[config.mk]
export PLATFORM = sky130hd
export DESIGN_NAME = fir_tap_sequencer
export DESIGN_NICKNAME = d
export VERILOG_FILES = /design/src/rtl/fir_tap_sequencer_pkg.sv /design/src/rtl/fir_delay_line.sv /design/src/rtl/fir_tap_sequencer.sv
export SDC_FILE = /design/constraint.sdc
export NUM_CORES = 2
export LEC_CHECK = 0
export CORE_ASPECT_RATIO = 1.1
export CORE_MARGIN = 2
export CORE_UTILIZATION = 40
export DETAILED_ROUTE_END_ITERATION = 16
export HOLD_SLACK_MARGIN = 0.12
export SYNTH_ARGS = -nofsm -noshare
export SYNTH_HDL_FRONTEND = slang
export SYNTH_SLANG_ARGS = --single-unit
[constraint.sdc]
create_clock -name clk -period 3.4 [get_ports clk]
set_input_delay 0.34 -clock clk [delete_from_list [all_inputs] [get_ports clk]]
set_output_delay 0.34 -clock clk [all_outputs]
set_load 0.02 [all_outputs]
[src/rtl/fir_tap_sequencer_pkg.sv]
// Shared widths, state encoding and saturation helper for the FIR tap sequencer.
package fir_tap_sequencer_pkg;
  localparam int SAMPLE_W = 24;
  localparam int COEF_W   = 16;
  localparam int ACC_W    = 48;

  localparam logic [SAMPLE_W-1:0] SAT_MAX = 24'h7F_FFFF;
  localparam logic [SAMPLE_W-1:0] SAT_MIN = 24'h80_0000;

  typedef enum logic [2:0] {
    ST_IDLE,
    ST_CLEAR,
    ST_RUN,
    ST_FLUSH,
    ST_CAPTURE
  } seq_state_t;

  // A value fits in SAMPLE_W bits iff every bit from the sample sign bit upward agrees.
  function automatic logic [SAMPLE_W-1:0] sat_sample(input logic [ACC_W-1:0] v);
    logic [ACC_W-SAMPLE_W:0] top;
    top = v[ACC_W-1:SAMPLE_W-1];
    if ((&top) || !(|top)) return v[SAMPLE_W-1:0];
    return v[ACC_W-1] ? SAT_MIN : SAT_MAX;
  endfunction
endpackage

[src/rtl/fir_delay_line.sv]
// Circular sample buffer; a write also loads the read register with the new sample, each rd_adv steps one older.
// Read data is registered (1 cycle); no backpressure, the sequencer paces all accesses.
module fir_delay_line
  import fir_tap_sequencer_pkg::*;
#(
  parameter int DEPTH = 32,
  parameter int W     = SAMPLE_W
) (
  input  logic         clk,
  input  logic         reset_n,
  input  logic         wr_en,
  input  logic [W-1:0] wr_dat,
  input  logic         rd_adv,
  output logic [W-1:0] rd_dat
);
  localparam int AW = $clog2(DEPTH);

  logic [W-1:0]  mem [DEPTH];
  logic [AW-1:0] wr_ptr;
  logic [AW-1:0] rd_ptr;

  // rd_ptr always names the slot whose contents sit in rd_dat; wrap is free since DEPTH is a power of 2.
  always_ff @(posedge clk) begin
    if (!reset_n) begin
      wr_ptr <= '0;
      rd_ptr <= '0;
      rd_dat <= '0;
      for (int i = 0; i < DEPTH; i++) mem[i[AW-1:0]] <= '0;
    end else if (wr_en) begin
      mem[wr_ptr] <= wr_dat;
      rd_ptr      <= wr_ptr;
      rd_dat      <= wr_dat;
      wr_ptr      <= wr_ptr + 1'b1;
    end else if (rd_adv) begin
      rd_ptr <= rd_ptr - 1'b1;
      rd_dat <= mem[rd_ptr - 1'b1];
    end
  end
endmodule

[src/rtl/fir_tap_sequencer.sv]
// Streams NUM_TAPS (sample, coef) beats into the FIR tap, drains its MAC pipeline and captures the sum.
// Latency sample_stb -> result_valid is NUM_TAPS+MAC_LATENCY+2; samples arriving while busy are dropped and flag overrun.
module fir_tap_sequencer
  import fir_tap_sequencer_pkg::*;
#(
  parameter int NUM_TAPS    = 32,
  parameter int MAC_LATENCY = 7,
  parameter int OUT_SHIFT   = 16
) (
  input  logic                        clk,
  input  logic                        reset_n,
  input  logic                        sample_stb,
  input  logic [SAMPLE_W-1:0]         sample_in,
  input  logic                        coef_wr,
  input  logic [$clog2(NUM_TAPS)-1:0] coef_addr,
  input  logic [COEF_W-1:0]           coef_data,
  output logic                        tap_en,
  output logic                        tap_clr,
  output logic [SAMPLE_W-1:0]         tap_data,
  output logic [COEF_W-1:0]           tap_coef,
  input  logic [ACC_W-1:0]            acc_in,
  output logic                        busy,
  output logic                        result_valid,
  output logic [ACC_W-1:0]            result,
  output logic [SAMPLE_W-1:0]         result_sat,
  output logic                        overrun
);
  localparam int AW = $clog2(NUM_TAPS);
  localparam int KW = AW + 1;
  localparam int FW = $clog2(MAC_LATENCY + 1);

  seq_state_t        state;
  logic [KW-1:0]     k;
  logic [FW-1:0]     fl_cnt;
  logic [COEF_W-1:0] coef_tbl [NUM_TAPS];
  logic [SAMPLE_W-1:0] rd_dat;
  logic [ACC_W-1:0]  acc_sh;

  assign busy   = (state != ST_IDLE);
  assign acc_sh = $signed(acc_in) >>> OUT_SHIFT;

  fir_delay_line #(
    .DEPTH (NUM_TAPS),
    .W     (SAMPLE_W)
  ) u_delay (
    .clk     (clk),
    .reset_n (reset_n),
    .wr_en   (sample_stb && (state == ST_IDLE)),
    .wr_dat  (sample_in),
    .rd_adv  ((state == ST_CLEAR) || (state == ST_RUN)),
    .rd_dat  (rd_dat)
  );

  // Written in IDLE only, so a write alongside sample_stb is seen by the first beat of that sample.
  always_ff @(posedge clk) begin
    if (!reset_n) begin
      for (int i = 0; i < NUM_TAPS; i++) coef_tbl[i[AW-1:0]] <= '0;
    end else if (coef_wr && (state == ST_IDLE)) begin
      coef_tbl[coef_addr] <= coef_data;
    end
  end

  always_ff @(posedge clk) begin
    if (!reset_n) begin
      state        <= ST_IDLE;
      k            <= '0;
      fl_cnt       <= '0;
      tap_en       <= 1'b0;
      tap_clr      <= 1'b0;
      tap_data     <= '0;
      tap_coef     <= '0;
      result_valid <= 1'b0;
      result       <= '0;
      result_sat   <= '0;
      overrun      <= 1'b0;
    end else begin
      result_valid <= 1'b0;
      if (sample_stb && (state != ST_IDLE)) overrun <= 1'b1;
      case (state)
        ST_IDLE: begin
          if (sample_stb) begin
            state    <= ST_CLEAR;
            tap_en   <= 1'b1;
            tap_clr  <= 1'b1;
            tap_data <= '0;
            tap_coef <= '0;
            k        <= '0;
          end
        end
        // k counts beats already loaded; CLEAR loads beat 0 on its way into RUN.
        ST_CLEAR, ST_RUN: begin
          tap_clr <= 1'b0;
          if (k == KW'(NUM_TAPS)) begin
            state    <= ST_FLUSH;
            tap_data <= '0;
            tap_coef <= '0;
            fl_cnt   <= '0;
          end else begin
            state    <= ST_RUN;
            tap_data <= rd_dat;
            tap_coef <= coef_tbl[k[AW-1:0]];
            k        <= k + 1'b1;
          end
        end
        ST_FLUSH: begin
          if (fl_cnt == FW'(MAC_LATENCY - 1)) begin
            state        <= ST_CAPTURE;
            tap_en       <= 1'b0;
            result       <= acc_in;
            result_sat   <= sat_sample(acc_sh);
            result_valid <= 1'b1;
          end else begin
            fl_cnt <= fl_cnt + 1'b1;
          end
        end
        ST_CAPTURE: state <= ST_IDLE;
        default:    state <= ST_IDLE;
      endcase
    end
  end
endmodule

==> out/results.txt <==
status = finished, final reports clean
GRT Util Overall = 22.8%
root buffer cell = clkbuf_16
row cnt = 155
Mapped Nets = 4587
synth warn = 0
largest net degree at the start of global routing = 97
FF+latch count, synth = 1447
wire per inst = 27.1 um
Final Cell Area = 0.0754 mm^2
Iteration-0 DRC Markers = 3903
Die Footprint = 0.166 mm^2
number of global-route vias before repair = 38300
placed insts = 6654
DRC = 0
clock slew seen by the registers of the worst setup and hold paths = 0.06 ns
post-synthesis sequential area ratio = 64.3%
R2R setup slack = 0.17 ns
CTS tree = built
vias per cell = 5.51
DR pass1 iterations = 6
crit share post-route = 95.0%
power per standard cell area = 592 mW/mm^2
Unique masters post-synth = 53
metal3 WL = 12.2 mm
final hold violations = 0
post-layout min period = 3.23 ns
Clock Latency Late Sink = 0.81 ns
critical path endpoint category = flip-flop
# Post-CTS Setup Buffers = 0
Netlist Area Pre-Place = 0.0650 mm^2
Placer Congestion = 0.877
Slew Limit Fails = 0
EDFF count, synth = 1280
Peak Freq = 309 MHz
ys async rst share = 0%
slowest stage delay, CP = 0.65 ns
Worst setup SP type = flip-flop
Worst-Margin Slew = 1.08 ns
initial antenna violation count = 7
Die Wd = 388 um
placed inst area = 0.0703 mm^2
commonest non-fill, non-tap cell in the layout = and2_1
CTS Buf Count = 154
area share of the largest cell type after synthesis = 59.2%
Hold Crit Depth = 3
final antenna-violating net count = 0
layout cells sized above 1 = 17.2%
skew final = 0.0530 ns
leakage power = 0.0270 uW
Ports = 214
core area = 0.162 mm^2
GRT overflow = 0
HPWL after DPL = 119 mm
Tot Pwr = 44600 uW
H-tree depth = 4
worst hold margin = 0.183 ns
Final nets = 4826
WL final = 189 mm
max cap viols = 0
Top FF cell, synth = edfxtp_1
Syn Area/Cell = 14.5 um^2
Die Ht = 427 um
RSZ-0062 raised after global routing = no
final cell count without fillers = 6963
WP data arrival = 3.93 ns
routed vias = 38400
CP max FO = 25
number of port buffers = 213
Final Util = 46.6%
most frequent cells in the layout = and2_1, edfxtp_1, mux4_2
met1 WL = 76.7 mm
FF-to-FF path depth = 10
synth top area cells = edfxtp_1, and2_1, mux4_2
CTS max path bufs = 3
CP cell instances = inv_1 > ha_4 > xor2_4 > buf_12 > buf_12 > mux4_2 > mux2i_1 > o211ai_1 > a211oi_1 > nor3_1
type of the worst setup path = flip-flop to flip-flop
top routing layer in use = met5
CP required = 4.09 ns
Crit-path slowest cell = mux2i_1
final setup vio count = 0
Worst Hold Class = primary input to flip-flop
Area Growth Syn to Fin = 16.1%
Slew headroom = 28.2%
Initial Util = 40.2%
post-synth top area cell = edfxtp_1
Post-Syn Instances = 4481
Clock Sinks = 1447
most used cell, CP = buf_12
total length of routed met2 wires = 93.3 mm
first-pass GRT wire length = 275 mm
VDD IR-drop max = 0.432 mV
==> cells in the mapped netlist, drive strengths merged (9+ instances only) <==
cell,n
o21ai,129
nor3,24
a221o,32
xnor2,9
ha,9
mux4,297
and3,19
and2,1312
o221ai,24
a22oi,56
buf,73
clkbuf,346
a211oi,29
dfxtp,167
nand3,12
a221oi,25
mux2i,126
a21boi,51
edfxtp,1280
a21oi,74
nand2,121
nor2b,34
o211ai,49
nor2,131
==> where the power goes <==
group,internal (uW),leakage [uW],switching [uW]
Clock,9130,0.00235,7190
Sequential,20100,0.0146,454
Combinational,3080,0.0101,4730
==> layer usage <==
metal  vias up  GRT usage [%]
met5         -              0
met4         2           8.30
met3       304           3.53
met2      1399           38.0
met1     19700           30.1
li1      16900              -
==> layout make-up <==
class | instances | area (um^2)
Antenna cell | 2 | 5.00
Clock buffer | 210 | 4230
Clock inverter | 68 | 588
Fill cell | 14000 | 86300
Inverter | 8 | 32.5
Multi-Input combinational cell | 2607 | 21500
Sequential cell | 1447 | 41800
Tap cell | 2119 | 2650
Timing Repair Buffer | 502 | 4590
==> flip-flops by register name, summed over array words and instances (netlist names), 3 cells and up, named ones only <==
| register | cells |
|---|---|
| result_sat | 24 |
| tap_data | 24 |
| u_delay.mem | 768 |
| u_delay.wr_ptr | 5 |
| state | 3 |
| fl_cnt | 3 |
| u_delay.rd_dat | 24 |
| k | 6 |
| coef_tbl | 512 |
| u_delay.rd_ptr | 5 |
| result | 48 |
| tap_coef | 16 |
==> path summary, 6_finish.rpt <==
check,startpoint,endpoint
max,u_delay.rd_ptr[1],u_delay.rd_dat[0]
min,acc_in[42],result[42]
max reg2reg,u_delay.rd_ptr[1],u_delay.rd_dat[0]
min reg2reg,result[17],result[17]
==> timing repair <==
action                     in CTS  in global routing
gates resized for setup         0                  2
setup endpoints to repair       0                  2
hold endpoints to repair       49                  0
hold buffers                   29                  0
==> logic make-up after synthesis <==
logic type | Yosys count | synth area share (%)
fa+ha+maj | 9 | 0.173
mux | 424 | 12.3
flops | 1447 | 64.3
buf+inv | 427 | 2.85
compound gates | 474 | 4.93
xor+xnor | 17 | 0.241
simple gates | 1683 | 15.2
==> through the flow <==
stage               setup TNS, ns  worst slack (ns)
CTS                             0            0.0725
global placement                0             0.113
global route                    0            0.0280
detailed placement              0             0.106
finish                          0             0.169
floorplan                  -58.12            -0.126
==> critical path, delay by kind of cell (launching register included) <==
| family | cells | cell delay, ns |
|---|---|---|
| flip-flops | 1 | 0.36 |
| buffers and inverters | 3 | 0.55 |
| multiplexers | 2 | 1.23 |
| XOR/XNOR | 1 | 0.21 |
| AO/OA/AOI/OAI | 2 | 0.47 |
| AND/OR/NAND/NOR | 1 | 0.07 |
| adder cells (fa/ha/maj) | 1 | 0.19 |
Note: power is estimated with default switching activity, not from simulation.
